$ cat src/rtl/vga_pkg.sv
// Shared definitions for the VGA pixel path: colour-depth codes, widths,
// 24bpp phase encoding and the RGB565 to RGB888 expansion.
package vga_pkg;

    localparam int unsigned WORD_W = 32;
    localparam int unsigned RGB_W  = 24;
    localparam int unsigned RES_W  = 16;

    localparam logic [1:0] CD_8BPP  = 2'b00;
    localparam logic [1:0] CD_16BPP = 2'b01;
    localparam logic [1:0] CD_24BPP = 2'b10;
    localparam logic [1:0] CD_32BPP = 2'b11;

    // Position within the 3-word / 4-pixel 24bpp group
    typedef enum logic [1:0] {
        PH_0 = 2'd0,
        PH_1 = 2'd1,
        PH_2 = 2'd2
    } phase_t;

    // Widen 5/6/5 fields by replicating their MSBs into the new LSBs
    function automatic logic [RGB_W-1:0] rgb565_to_888(input logic [15:0] p);
        return {p[15:11], p[15:13], p[10:5], p[10:9], p[4:0], p[4:2]};
    endfunction

endpackage

$ cat src/rtl/vga_rgb_expand.sv
// Combinational conversion of a raw pixel field to 24-bit RGB.
// Ports:
//   cd    : colour depth code (vga_pkg CD_*)
//   raw   : raw pixel field, right-aligned (8, 16 or 24 significant bits)
//   rgb_c : {R,G,B} 8 bits each
module vga_rgb_expand
    import vga_pkg::*;
(
    input  logic [1:0]       cd,
    input  logic [RGB_W-1:0] raw,
    output logic [RGB_W-1:0] rgb_c
);

    always_comb begin
        rgb_c = raw;
        case (cd)
            CD_8BPP:  rgb_c = {3{raw[7:0]}};
            CD_16BPP: rgb_c = rgb565_to_888(raw[15:0]);
            default:  rgb_c = raw;
        endcase
    end

endmodule

$ cat src/rtl/vga_pixel_unpacker.sv
// Unpacks 32-bit video-memory words into 24-bit RGB pixels, one per clock,
// feeding the line-FIFO write port. Supports 8bpp grey, 16bpp RGB565,
// 24bpp packed (3 words carry 4 pixels) and 32bpp.
// Optional feature macro: VGA_PIXUNPACK_CLUT_EN (8bpp pseudo-colour via CLUT).
// Ports:
//   wb_clk_i, rst_nreset_i : clock, async active-low reset
//   sync_clr_i             : synchronous frame-start clear
//   ctrl_cd_i, ctrl_pc_i   : colour depth, pseudo-colour select
//   dat_i/dat_valid_i/dat_ready_o : word input handshake
//   fifo_full_i            : line FIFO full (stalls emission)
//   pix_wreq_o, pix_o      : line-FIFO write strobe and RGB data
//   clut_req_o/clut_adr_o/clut_ack_i/clut_q_i : CLUT lookup port
module vga_pixel_unpacker
    import vga_pkg::*;
#(
    parameter bit BIG_ENDIAN = 1'b1
) (
    input  logic              wb_clk_i,
    input  logic              rst_nreset_i,
    input  logic              sync_clr_i,
    input  logic [1:0]        ctrl_cd_i,
    input  logic              ctrl_pc_i,
    input  logic [WORD_W-1:0] dat_i,
    input  logic              dat_valid_i,
    output logic              dat_ready_o,
    input  logic              fifo_full_i,
    output logic              pix_wreq_o,
    output logic [RGB_W-1:0]  pix_o,
    output logic              clut_req_o,
    output logic [7:0]        clut_adr_o,
    input  logic              clut_ack_i,
    input  logic [RGB_W-1:0]  clut_q_i
);

    logic [WORD_W-1:0] wbuf_q;
    logic              wbuf_vld_q;
    logic [1:0]        idx_q;
    phase_t            phase_q;
    logic [RES_W-1:0]  res_q;
    logic [1:0]        cd_q;
    logic              rdy_en_q;

    logic [RGB_W-1:0]  raw;
    logic [RGB_W-1:0]  rgb;
    logic [RGB_W-1:0]  pix_d;
    logic [RES_W-1:0]  res_d;
    logic              last;
    logic              emit;
    logic              grant;
    logic              clut_mode;
    logic              accept;
    logic [1:0]        lane8;
    logic              lane16;

    // Lane of the current pixel inside the buffered word
    assign lane8  = BIG_ENDIAN ? ~idx_q : idx_q;
    assign lane16 = BIG_ENDIAN ? ~idx_q[0] : idx_q[0];

    // Raw pixel field selection, last-pixel flag and next 24bpp residue
    always_comb begin
        raw   = '0;
        res_d = '0;
        last  = 1'b0;
        case (cd_q)
            CD_8BPP: begin
                raw  = {16'h0000, wbuf_q[{lane8, 3'b000} +: 8]};
                last = (idx_q == 2'd3);
            end
            CD_16BPP: begin
                raw  = {8'h00, wbuf_q[{lane16, 4'b0000} +: 16]};
                last = idx_q[0];
            end
            CD_24BPP: begin
                case (phase_q)
                    PH_0: begin
                        last = 1'b1;
                        if (BIG_ENDIAN) begin
                            raw   = wbuf_q[31:8];
                            res_d = {8'h00, wbuf_q[7:0]};
                        end else begin
                            raw   = wbuf_q[23:0];
                            res_d = {8'h00, wbuf_q[31:24]};
                        end
                    end
                    PH_1: begin
                        last = 1'b1;
                        if (BIG_ENDIAN) begin
                            raw   = {res_q[7:0], wbuf_q[31:16]};
                            res_d = wbuf_q[15:0];
                        end else begin
                            raw   = {wbuf_q[15:0], res_q[7:0]};
                            res_d = wbuf_q[31:16];
                        end
                    end
                    default: begin
                        // Third word of the group carries two pixels
                        last = idx_q[0];
                        if (BIG_ENDIAN) begin
                            raw = idx_q[0] ? wbuf_q[23:0] : {res_q, wbuf_q[31:24]};
                        end else begin
                            raw = idx_q[0] ? wbuf_q[31:8] : {wbuf_q[7:0], res_q};
                        end
                    end
                endcase
            end
            default: begin
                raw  = wbuf_q[23:0];
                last = 1'b1;
            end
        endcase
    end

    vga_rgb_expand u_expand (
        .cd    (cd_q),
        .raw   (raw),
        .rgb_c (rgb)
    );

`ifdef VGA_PIXUNPACK_CLUT_EN
    logic pc_q;

    assign clut_mode = (cd_q == CD_8BPP) && pc_q;
    assign grant     = clut_req_o && clut_ack_i;
    assign pix_d     = grant ? clut_q_i : rgb;

    // CLUT request: held until ack; full only blocks issuing, never a grant
    always_ff @(posedge wb_clk_i or negedge rst_nreset_i) begin
        if (!rst_nreset_i) begin
            pc_q       <= 1'b0;
            clut_req_o <= 1'b0;
            clut_adr_o <= 8'h00;
        end else if (sync_clr_i) begin
            clut_req_o <= 1'b0;
        end else begin
            if (!wbuf_vld_q && phase_q == PH_0) begin
                pc_q <= ctrl_pc_i;
            end
            if (grant) begin
                clut_req_o <= 1'b0;
            end else if (wbuf_vld_q && clut_mode && !clut_req_o && !fifo_full_i) begin
                clut_req_o <= 1'b1;
                clut_adr_o <= raw[7:0];
            end
        end
    end
`else
    logic unused_clut;

    assign clut_mode   = 1'b0;
    assign grant       = 1'b0;
    assign pix_d       = rgb;
    assign clut_req_o  = 1'b0;
    assign clut_adr_o  = 8'h00;
    assign unused_clut = ^{ctrl_pc_i, clut_ack_i, clut_q_i};
`endif

    // Direct pixels need FIFO room; CLUT pixels are written when granted
    assign emit        = (wbuf_vld_q && !fifo_full_i && !clut_mode) || grant;
    assign dat_ready_o = rdy_en_q && !sync_clr_i && (!wbuf_vld_q || (emit && last));
    assign accept      = dat_valid_i && dat_ready_o;

    // Word buffer, pixel index, 24bpp phase/residue and registered outputs
    always_ff @(posedge wb_clk_i or negedge rst_nreset_i) begin
        if (!rst_nreset_i) begin
            wbuf_q     <= '0;
            wbuf_vld_q <= 1'b0;
            idx_q      <= 2'd0;
            phase_q    <= PH_0;
            res_q      <= '0;
            cd_q       <= CD_8BPP;
            rdy_en_q   <= 1'b0;
            pix_wreq_o <= 1'b0;
            pix_o      <= '0;
        end else begin
            rdy_en_q   <= 1'b1;
            pix_wreq_o <= 1'b0;
            if (sync_clr_i) begin
                wbuf_vld_q <= 1'b0;
                idx_q      <= 2'd0;
                phase_q    <= PH_0;
                res_q      <= '0;
            end else begin
                // Depth only changes on a clean word boundary
                if (!wbuf_vld_q && phase_q == PH_0) begin
                    cd_q <= ctrl_cd_i;
                end
                if (emit) begin
                    pix_wreq_o <= 1'b1;
                    pix_o      <= pix_d;
                    if (last) begin
                        wbuf_vld_q <= 1'b0;
                        idx_q      <= 2'd0;
                        if (cd_q == CD_24BPP) begin
                            res_q <= res_d;
                            case (phase_q)
                                PH_0:    phase_q <= PH_1;
                                PH_1:    phase_q <= PH_2;
                                default: phase_q <= PH_0;
                            endcase
                        end
                    end else begin
                        idx_q <= idx_q + 2'd1;
                    end
                end
                if (accept) begin
                    wbuf_q     <= dat_i;
                    wbuf_vld_q <= 1'b1;
                end
            end
        end
    end

endmodule

$ cat config.mk
export PLATFORM = sky130hd
export DESIGN_NAME = vga_pixel_unpacker
export DESIGN_NICKNAME = d
export VERILOG_FILES = /design/src/rtl/vga_pkg.sv /design/src/rtl/vga_rgb_expand.sv /design/src/rtl/vga_pixel_unpacker.sv
export SDC_FILE = /design/constraint.sdc
export NUM_CORES = 1
export LEC_CHECK = 0
export ABC_AREA = 1
export BUFFER_PORTS_ARGS = -buffer_cell sky130_fd_sc_hd__buf_2
export CORE_UTILIZATION = 52
export CTS_CLUSTER_SIZE = 12
export DETAILED_ROUTE_END_ITERATION = 6
export PLACE_DENSITY = 0.76
export SYNTH_ARGS = -nofsm -noshare
export SYNTH_HDL_FRONTEND = slang
export SYNTH_SLANG_ARGS = --single-unit
$ cat constraint.sdc
create_clock -name wb_clk_i -period 2.7 [get_ports wb_clk_i]
set_clock_uncertainty 0.2 [all_clocks]
set_input_delay 0.27 -clock wb_clk_i [delete_from_list [all_inputs] [get_ports wb_clk_i]]
set_output_delay 0.27 -clock wb_clk_i [all_outputs]
set_load 0.03 [all_outputs]
; ---- Word-level counts from Yosys, hierarchy flattened
; Cells that the tools add are included.
[totals]
word_cells = 67
input_bits = 65
out_inout_bits = 35
reg_bits = 81
[op_classes]
reduce_logical = 23
mux = 25
shift = 2
add_sub_neg = 1
eq_ne = 4
bitwise = 3
[ops]
columns = operator, count
row1 = one-hot mux 24 bit (2 select lines), 2
row2 = one-hot mux 24 bit (3 select lines), 1
row3 = two-way mux 16 bit, 4
row4 = one-hot mux 16 bit (2 select lines), 1
row5 = variable part select 32 x 6 -> 16 bit, 1
row6 = variable part select 32 x 6 -> 8 bit, 1
row7 = two-way mux 24 bit, 1
row8 = two-way mux 2 bit, 7
row9 = AND reduction 2 bit, 4
row10 = two-way mux 1 bit, 7
row11 = logical AND 1 bit, 6
row12 = nonzero test 2 bit, 3
row13 = nonzero test 3 bit, 2
row14 = == test 2 x 1 -> 1 bit (second input constant), 2
row15 = == test 2 bit (second input constant), 2
row16 = logical NOT 2 bit, 2
row17 = one-hot mux 2 bit (2 select lines), 1
row18 = logical NOT 1 bit, 3
row19 = one-hot mux 1 bit (3 select lines), 1
row20 = AND reduction 3 bit, 1
row21 = adder 2 x 1 -> 2 bit (second input constant), 1
row22 = inverter 1 bit, 2
row23 = inverter 2 bit, 1
row24 = OR reduction 2 bit, 1
row25 = logical OR 1 bit, 1

; ---- Longest topological paths before layout
; Gate-level depths: netlist of the first run.
[depth]
ltp_word = 10
mapped_depth = 11
mapped_depth_nobuf = 9

; ---- By module
; From an unflattened synthesis of the first run, not the netlist that was laid out.
[hier_totals]
cells_unflattened = 713
hier_area_um2 = 4977.3
[by_module_without_submodules]
columns = module, seq_area_each_um2, n_inst, area_per_inst_um2, cells_per_inst
row1 = vga_pixel_unpacker, 2026.9, 1, 4623.2, 632
row2 = vga_rgb_expand, 0.0, 1, 354.1, 81

; ---- Worst setup path before layout of the first run
; No wires, ideal clock.
[synth_timing]
kind = register -> output
start = reg cd_q[0]
end = out dat_ready_o
required_ns = 2.230
setup_slack_ns = 0.554
n_path_buf = 2
t_arrival_ns = 1.676
stages_incl_launch_ff = 10
cell_sequence = dfrtp_1 -> buf_6 -> nor2_1 -> nor2_1 -> o21ai_2 -> nand2_4 -> nand2_4 -> buf_2 -> nand2_1 -> nor2_1
[synth_between]
elab_chain_cells = 5
elab_cells_between_ends = 7
cone_classes = 2 x eq/ne / 1 x mux / 4 x reduce/logical
[synth_rtl]
columns = element, line_no
row1 = "start, declared", vga_pixel_unpacker.sv:40  ; logic [1:0] cd_q;
row2 = "start signal, assigned", vga_pixel_unpacker.sv:185  ; cd_q <= ctrl_cd_i;
row3 = "== test 2 bit, or another cell as far along", vga_pixel_unpacker.sv:64  ; case (cd_q)
row4 = one-hot mux 1 bit (3 select lines) (*), vga_pixel_unpacker.sv:64
row5 = logical AND 1 bit (*), vga_pixel_unpacker.sv:159  ; assign dat_ready_o = rdy_en_q && !sync_clr_i && (!wbuf_vld_q || (emit && last));
row6 = logical OR 1 bit (*), vga_pixel_unpacker.sv:159
row7 = logical AND 1 bit (*), vga_pixel_unpacker.sv:159
row8 = "end, declared", vga_pixel_unpacker.sv:25  ; output logic dat_ready_o,
; Mark *: on every way between the ends. The rest lies on a longest branch, timed or not.

; ---- Worst setup path after layout of the first run
[layout_timing]
start = reg idx_q[0]
end = out dat_ready_o
[layout_between]
elab_chain_cells = 5
elab_cells_between_ends = 6
cone_classes = 1 x eq/ne / 2 x mux / 3 x reduce/logical
[layout_rtl]
columns = element, line_no
row1 = "start, declared", vga_pixel_unpacker.sv:37  ; logic [1:0] idx_q;
row2 = "start signal, assigned", vga_pixel_unpacker.sv:202  ; idx_q <= idx_q + 2'd1;
row3 = == test 2 bit or two-way mux 1 bit (tied branches), "vga_pixel_unpacker.sv:67, vga_pixel_unpacker.sv:74"
row4 = one-hot mux 1 bit (3 select lines) (*), vga_pixel_unpacker.sv:64
row5 = logical AND 1 bit (*), vga_pixel_unpacker.sv:159
row6 = logical OR 1 bit (*), vga_pixel_unpacker.sv:159
row7 = logical AND 1 bit (*), vga_pixel_unpacker.sv:159
; Marked as above.

==> out/summary.txt, run 1 <==
Mapped Area = 5030 sq um
CP top delay family = flip-flops
Clock Tree Root = clkbuf_8
first-pass GRT wire length = 25900 um
total track usage = 0.339
Worst-path clk slew = 0.09 ns
crit-path max FO = 17
clock latency at the later pin of the worst-skew pair = 0.37 ns
Core ar. = 9330 sq um
Finished Layout Cells = 928
Inst Count DP = 877
register area share after synthesis = 0.403
Max IR drop VDD = 0.373 mV
DRT iter0 DRCs = 485
number of setup violations in the final report = 0
library cells used by synthesis = 33
Buf/Inv on CP = 1
# clock sinks = 81
Slowest cell on crit path = dfrtp_1
initial core utilization = 0.539
Arr. time, crit path = 2.12 ns
Post-route DRC = 0
CP Class = reg2out
crit-path cells = ha_1, a21oi_2, o21ai_2, nand2_4, nand2_4, nand2_1, nor2_1, buf_2
max-slew violations = 0
routed wire length = 16200 um
Worst Setup End Kind = primary output
Mapped Cells = 704
Slew @ Worst Pin = 1.02 ns
drt wl/cell = 17.4 um
Hold Fails Final Rpt = 0
Crit path top cell by count = nand2_4
Die Y = 100 um
fill count = 851
setup repair after global routing missed its margin = false
die width = 100 um
antenna violations before repair = 0
htree depth = 3
synthesized flop and latch total = 81
syn_area_per_cell = 7.15 sq um
Boundary Pins = 100
layout cells sized above 1 = 0.178
CP required = 2.23 ns
Power Dens Cells = 694 nW/um^2
Layout area overhead = 19.5%
Initial DRT Pass Iterations = 7
gr ovfl total = 0
slowest cell delay on critical path = 0.67 ns
LEAKAGE = 3.04 nW
count of warnings emitted by yosys = 0
fin nets = 860
RePlAce Congestion = 0.963
CTS tree = built
Clock Tree Buf Depth = 2
Hold Crit Class = in2reg
antenna viol nets, final = 0
row count = 35
outcome = completed
relative slew slack = 0.322
Hold WS = 0.0733 ns
DIE AREA = 10100 sq um
CP Launch Type = register
Vias/cell = 5.80
TritonCTS buffer count = 9
setup TNS = 0 ns
vias in the first global route = 5057
largest net degree at the start of global routing = 82
HPWL Detailed = 11000 um
min Tclk post-route = 2.59 ns
maxcap violations = 0
post-route clock period utilization = 0.958
via count = 5386
# diodes = 0
FMAX = 387 MHz
IO Port Bufs = 64
[Yosys cell counts]
cell,count,area share
o21ai_2,1,0.0017
inv_1,40,0.030
a21boi_0,7,0.010
a22oi_1,1,0.0015
or2_2,15,0.019
nand2_2,2,0.0025
a21oi_2,1,0.0017
nor2_2,4,0.0050
nand3_4,1,0.0035
inv_4,2,0.0025
inv_2,4,0.0030
o21a_1,2,0.0030
nand2_1,245,0.18
o21ai_0,39,0.039
o211ai_1,5,0.0075
clkbuf_1,12,0.0090
nand4_1,60,0.075
buf_4,10,0.015
nand3_1,63,0.063
buf_1,2,0.0015
o21ai_1,5,0.0050
nor2_8,3,0.012
conb_1,2,0.0015
dfrtp_1,81,0.40
buf_2,21,0.021
nand3b_1,2,0.0030
nor2_1,24,0.018
nand2_4,3,0.0067
a31oi_1,1,0.0012
ha_1,1,0.0025
clkinv_1,3,0.0022
a21oi_1,36,0.036
buf_6,6,0.013
[where the power goes]
| group | switching [mW] | internal, mW | total [mW] | leakage [nW] |
|---|---|---|---|---|
| Clock | 0.480 | 0.578 | 1.06 | 0.120 |
| Combinational | 0.929 | 0.478 | 1.41 | 1.90 |
| Sequential | 0.251 | 1.45 | 1.70 | 1.02 |
[sequential cells by signal (all words and copies together), names as in the netlist]
signal      cells
wbuf_q         32
pix_o          24
res_q          16
cd_q            2
idx_q           2
phase_q         2
pix_wreq_o      1
rdy_en_q        1
wbuf_vld_q      1
[stage by stage]
step,setup WS [ns],util,power (mW),area [sq um]
5_1_grt,0.0107,0.644,4.40,6010
3_3_place_gp,0.423,0.581,3.04,5420
3_5_place_dp,0.392,0.581,3.07,5420
2_1_floorplan,0.554,-,2.62,5060
4_1_cts,0.0523,0.644,4.16,6010
6_report,0.113,0.644,4.17,6010
[final cells by class]
cell class	instances	area, sq um	area share
clock buffers	11	151	0.0252
clock inverters	5	86.3	0.0144
well taps	129	161	0.0269
flip-flops and latches	81	2030	0.338
multi-input cells	531	2550	0.424
inverters	49	189	0.0314
repair buffers	122	846	0.141
[worst min-delay path, cell delays in order]
cell and delay (ns):
buf_2 0.10, o21ai_0 0.10, o21ai_0 0.14
[routing by layer]
metal,vias up,track usage,share of wire
met5,-,0,0
met4,0,0.178,0.042
met3,59,0.0557,0.084
met2,289,0.552,0.48
met1,2536,0.434,0.39
li1,2502,-,-
[kinds of logic (layout without fill, tap and decap cells)]
group,after synthesis,in the layout,share of synthesized area
fa+ha+maj,1,1,0.00249
simple gates,422,422,0.389
other cells,2,10,0.00149
buf+inv,100,187,0.0972
compound gates,98,98,0.107
flops,81,81,0.403
[worst paths after layout]
path | start | endpoint | slack (ns) | cells after the start
max | idx_q[0] | dat_ready_o | 0.11 | 8
min | fifo_full_i | idx_q[0] | 0.07 | 3
max reg2reg | idx_q[0] | wbuf_q[29] | 0.43 | 8
min in group asynchronous | rst_nreset_i | res_q[5] | 0.42 | 2
min reg2reg | pix_o[22] | pix_o[22] | 0.29 | 2
max in group asynchronous | rst_nreset_i | cd_q[0] | 1.20 | 2
[placed cells by master, fill, tap and decap left out, types with 7 or more instances in the layout]
cell	instances
dlygate4sd3_1	35
buf_2	63
conb_1	10
nand3_1	63
inv_1	40
buf_4	24
dfrtp_1	79
a21oi_1	36
nand2_1	245
clkbuf_8	11
or2_2	15
a21boi_0	7
nor2_1	23
nand4_1	60
o21ai_0	39
[timing repair]
| item | 4_1_cts | 5_1_grt |
|---|---|---|
| endpoints found under the hold margin | 115 | 0 |
| endpoints found under the setup margin | 0 | 1 |
| resized for setup | 0 | 2 |
| buffers inserted | 0 | 0 |
| hold buffers | 35 | 0 |
No activity file was read; power rests on OpenSTA's default activity.
==> inputs of run 2 (changes only) <==
- CORE_UTILIZATION: 52 -> 60
- PLACE_DENSITY: 0.76 -> 0.86
==> out/summary.txt, run 2 (same netlist as run 1, synthesis figures left out) <==
htree depth = 3 (unchanged)
Boundary Pins = 100 (unchanged)
Clock Tree Buf Depth = 2 (unchanged)
worst r2r src = cd_q[0]
initial core utilization = 0.615 (+0.0760)
Layout area overhead = 17.2%
Initial DRT Pass Iterations = 6 (-1)
CP required = 2.23 ns (about the same)
LEAKAGE = 2.99 nW (-1.6%)
hold path depth = 3 (unchanged)
post-route cell area = 5900 sq um (-1.9%)
RePlAce Congestion = 0.974 (+1.2%)
setup repair after global routing missed its margin = false
drt wl/cell = 19.0 um (+8.7%)
largest net degree at the start of global routing = 82 (unchanged)
maxcap violations = 0 (unchanged)
max reg flops = 32 (unchanged)
Finished Layout Cells = 899 (-3.1%)
antenna viol nets, final = 0 (unchanged)
most common cell after layout, fill and taps aside = nand2_1
final core occ = 0.721 (+0.0768)
Post-Route M1 WL = 6320 um (-0.63%)
gr ovfl total = 0 (unchanged)
uppermost layer routed = met4
Power Dens Cells = 685 nW/um^2 (-1.2%)
Reg-to-Reg End = wbuf_q[18]
HPWL Detailed = 11300 um (+3.2%)
DRT iter0 DRCs = 723 (+49%)
number of setup violations in the final report = 0 (unchanged)
fin nets = 855 (-0.58%)
row count = 33 (-5.7%)
met2 wire length = 8230 um (+5.7%)
Arr. time, crit path = 2.09 ns (-0.03 ns)
crit-path max FO = 9 (-8)
via count = 5506 (+2.2%)
Seq. cell area = 2030 sq um (unchanged)
fill count = 696 (-18%)
vias in the first global route = 5325 (+5.3%)
wire length on met3 = 1680 um (+24%)
Post-route DRC = 0 (unchanged)
IO Port Bufs = 64 (unchanged)
Hold WS = 0.00247 ns (-0.0709 ns)
Slew @ Worst Pin = 1.02 ns (+0.00287 ns)
worst reg2reg path depth = 8 (unchanged)
DIE AREA = 8760 sq um (-13%)
die width = 93.6 um (-6.8%)
Max IR drop VDD = 0.346 mV (-7.4%)
Vias/cell = 6.12 (+5.5%)
HP Start = dat_i[25]
reg2reg setup slack = 0.47 ns (+0.04 ns)
# Post-CTS Setup Buffers = 0 (unchanged)
Biggest register = wbuf_q
Hold Crit Class = in2reg
Worst Hold End = wbuf_q[25]
total track usage = 0.412 (+0.0733)
# clock sinks = 81 (unchanged)
max-slew violations = 0 (unchanged)
FMAX = 391 MHz (+1.1%)
Placed Area = 5370 sq um (-0.97%)
layout cells sized above 1 = 0.174 (-0.00392)
setup TNS = 0 ns (unchanged)
Inst Count DP = 850 (-3.1%)
# diodes = 0 (unchanged)
Worst-path clk slew = 0.09 ns (about the same)
most frequent cells in the layout = 245 x nand2_1, 79 x dfrtp_1, 63 x nand3_1, 63 x buf_2, 60 x nand4_1
relative slew slack = 0.320 (-0.00191)
CP Launch Type = register
antenna violations before repair = 0 (unchanged)
area of the multi-input gates = 2550 sq um (unchanged)
post-route clock period utilization = 0.948 (-0.0101)
Worst Setup End Kind = primary output
routed wire length = 17000 um (+5.3%)
Hold Fails Final Rpt = 0 (unchanged)
Clock Tree Root = clkbuf_8
clock latency at the later pin of the worst-skew pair = 0.37 ns (about the same)
min Tclk post-route = 2.56 ns (-0.0271 ns)
biggest registers after layout = wbuf_q x32, pix_o x24, res_q x16
first-pass GRT wire length = 26900 um (+3.9%)
CTS tree = built
Core ar. = 8180 sq um (-12%)
outcome = completed
Die Y = 93.6 um (-6.8%)
CP Class = reg2out
TritonCTS buffer count = 9 (unchanged)
run 2: cell types whose count changed in the layout (fill, tap and decap cells not counted):
cell,delta
clkinvlp_4,+2
clkbuf_8,-2
bufinv_16,-1
clkinv_2,+1
dlygate4sd3_1,-2
buf_4,-3
clkbuf_1,+1
clkinv_4,-1
run 2: worst max path at each step:
| stage | start | end | slack (ns) | cells past startpoint |
|---|---|---|---|---|
| after floorplan | cd_q[0] | dat_ready_o | 0.55 | 9 |
| after global placement | cd_q[0] | wbuf_q[25] | 0.47 | 9 |
| after detailed placement | cd_q[0] | wbuf_q[26] | 0.37 | 9 |
| after CTS | cd_q[0] | dat_ready_o | 0.03 | 9 |
| after global routing | idx_q[0] | dat_ready_o | 0.02 | 8 |
| final | cd_q[0] | dat_ready_o | 0.14 | 8 |
run 2: worst max-delay path, stage by stage (launching register included):
cell and delay (ns):
dfrtp_2 0.54, nor2_1 0.24, nor2_1 0.09, o21ai_2 0.22, nand2_4 0.12, nand2_4 0.12, nand2_1 0.08, nor2_1 0.10
buf_2 0.21
run 2: layer usage:
layer,GRT usage,vias up
li1,-,2486
met1,0.504,2585
met2,0.710,365
met3,0.0520,70
met4,0.214,0
met5,0,-
run 2: area by class of cell:
| cell class | count | share of cell area |
|---|---|---|
| Multi-Input combinational cell | 531 | 0.432 |
| Sequential cell | 81 | 0.344 |
| Inverter | 49 | 0.0320 |
| Clock buffer | 10 | 0.0216 |
| Clock inverter | 6 | 0.0115 |
| Timing Repair Buffer | 117 | 0.136 |
| Tap cell | 105 | 0.0223 |
run 2: where the power goes:
group	switching, mW	internal (mW)	total (mW)
combinational	0.942	0.470	1.41
clock	0.486	0.431	0.917
sequential	0.258	1.45	1.71
run 2: timing repair:
action	CTS	global route
endpoints found under the setup margin	0	1
resized for setup	0	2
hold buffers	33	0
endpoints found under the hold margin	113	0
run 2: stage by stage:
stage | power, mW | worst slack, ns
CTS | 4.00 | 0.0286
global route | 4.25 | 0.0182
global placement | 3.03 | 0.469
floorplan | 2.62 | 0.554
detailed placement | 3.07 | 0.370
finish | 4.04 | 0.140
==> inputs of run 3 (changes only) <==
- CORE_UTILIZATION: 60 -> 56
- GPL_TIMING_DRIVEN: default -> 0
- PLACE_DENSITY: 0.86 -> 0.81
- clock period: 2.7 -> 2.9 ns (I/O delays scaled with it)
==> out/summary.txt, run 3 (same netlist as run 1, synthesis figures left out) <==
outcome = completed
setup TNS = 0 ns (unchanged)
total track usage = 0.435 (+0.0224)
largest net degree at the start of global routing = 53 (-35%)
first-pass GRT wire length = 30900 um (+15%)
initial core utilization = 0.577 (-0.0385)
Placed Area = 5540 sq um (+3.2%)
row count = 34 (+3.0%)
Slew @ Worst Pin = 0.793 ns (-0.227 ns)
DRT iter0 DRCs = 619 (-14%)
Finished Layout Cells = 929 (+3.3%)
CP Launch Type = register
max reg flops = 32 (unchanged)
Hold Crit Class = in2reg
vias in the first global route = 5720 (+7.4%)
DIE AREA = 9370 sq um (+7.0%)
Boundary Pins = 100 (unchanged)
# clock sinks = 81 (unchanged)
Initial DRT Pass Iterations = 5 (-1)
most common cell after layout, fill and taps aside = nand2_1
post-layout power = 4.05 mW (+0.17%)
biggest registers after layout = wbuf_q x32, pix_o x24, res_q x16
Die Y = 96.8 um (+3.4%)
routed wire length = 20000 um (+17%)
CP Class = reg2out
Worst Setup End Kind = primary output
Clock Tree Root = clkbuf_8
# diodes = 0 (unchanged)
layout cells sized above 1 = 0.186 (+0.0126)
Layout area overhead = 20.8%
Post-route DRC = 0 (unchanged)
crit-path max FO = 10 (+1)
HPWL Detailed = 13500 um (+20%)
Worst-path clk slew = 0.09 ns (about the same)
Clock Tree Buf Depth = 2 (unchanged)
Inst Count DP = 884 (+4.0%)
Vias/cell = 6.29 (+2.7%)
relative slew slack = 0.471 (+0.151)
Arr. time, crit path = 2.25 ns (+0.16 ns)
drt wl/cell = 21.5 um (+14%)
IO Port Bufs = 63 (-1.6%)
Biggest register = wbuf_q
clock latency at the later pin of the worst-skew pair = 0.37 ns (about the same)
most frequent cells in the layout = 245 x nand2_1, 83 x buf_2, 81 x dfrtp_1
final core occ = 0.697 (-0.0240)
setup repair after global routing missed its margin = false
htree depth = 3 (unchanged)
Hold Fails Final Rpt = 0 (unchanged)
max-slew violations = 0 (unchanged)
CTS tree = built
post-route cell area = 6080 sq um (+3.1%)
Core ar. = 8720 sq um (+6.7%)
maxcap violations = 0 (unchanged)
Max IR drop VDD = 0.378 mV (+9.4%)
post-route clock period utilization = 0.946
LEAKAGE = 3.11 nW (+4.1%)
# Post-CTS Setup Buffers = 0 (unchanged)
fin nets = 882 (+3.2%)
antenna viol nets, final = 0 (unchanged)
gr ovfl total = 0 (unchanged)
die width = 96.8 um (+3.4%)
number of setup violations in the final report = 0 (unchanged)
antenna violations before repair = 0 (unchanged)
Power Dens Cells = 666 nW/um^2 (-2.9%)
FMAX = 365 MHz
min Tclk post-route = 2.74 ns
CP required = 2.41 ns (+0.18 ns)
TritonCTS buffer count = 9 (unchanged)
RePlAce Congestion = 1.06 (+9.3%)
via count = 5844 (+6.1%)
==> run 3: area by class of cell <==
| cell class | count | area, sq um |
|---|---|---|
| inverters | 49 | 189 |
| clock inverters | 7 | 124 |
| repair buffers | 93 | 636 |
| plain buffers | 51 | 300 |
| multi-input cells | 531 | 2540 |
| fillers | 728 | 2640 |
| clock buffers | 9 | 124 |
| well taps | 108 | 135 |
| flip-flops and latches | 81 | 2030 |
==> run 3: through the flow <==
| stage | setup WS (ns) | hold WS, ns |
|---|---|---|
| after floorplan | 0.734 | -0.206 |
| after global placement | 0.645 | 0.260 |
| after detailed placement | 0.619 | 0.0620 |
| after CTS | 0.213 | 0.00365 |
| after global routing | 0.0348 | 0.0148 |
| final | 0.157 | 0.00682 |
==> run 3: where the power goes <==
group	leakage [nW]	switching, mW	total, mW	internal (mW)
clock	0.121	0.481	1.06	0.582
combinational	1.97	0.939	1.39	0.452
sequential	1.02	0.241	1.59	1.35
total	3.11	1.66	4.05	2.39
==> run 3: critical path: stages, from the launching register on <==
cell and delay, ns:
dfrtp_1 0.38, buf_4 0.19, nor2_8 0.26, a21oi_2 0.09
o21ai_2 0.10, nand2_4 0.11, nand2_4 0.14, buf_2 0.25
nand2_1 0.08, nor2_1 0.08, buf_2 0.20
==> run 3: what timing repair did <==
item | in CTS | in global routing
endpoints found under the hold margin | 57 | 0
hold buffers | 29 | 0
gates resized for setup | 0 | 0
==> run 3: routing by layer <==
layer | track usage | routed length (um) | vias to the layer above
met5 | 0 | 0 | -
met4 | 0.257 | 1120 | 0
met3 | 0.111 | 2450 | 93
met2 | 0.683 | 9150 | 491
met1 | 0.541 | 7290 | 2709
li1 | - | - | 2551
==> run 3: worst paths after layout <==
| check | start | to | slack, ns | cells past startpoint |
|---|---|---|---|---|
| worst max-delay path | cd_q[1] | dat_ready_o | 0.16 | 10 |
| worst min register to register | pix_o[10] | pix_o[10] | 0.28 | 2 |
| min in group asynchronous | rst_nreset_i | res_q[8] | 0.26 | 2 |
| worst max register to register | idx_q[1] | pix_o[6] | 0.52 | 7 |
| max in group asynchronous | rst_nreset_i | pix_o[17] | 1.64 | 3 |
| worst min-delay path | dat_i[22] | wbuf_q[22] | 0.007 | 3 |
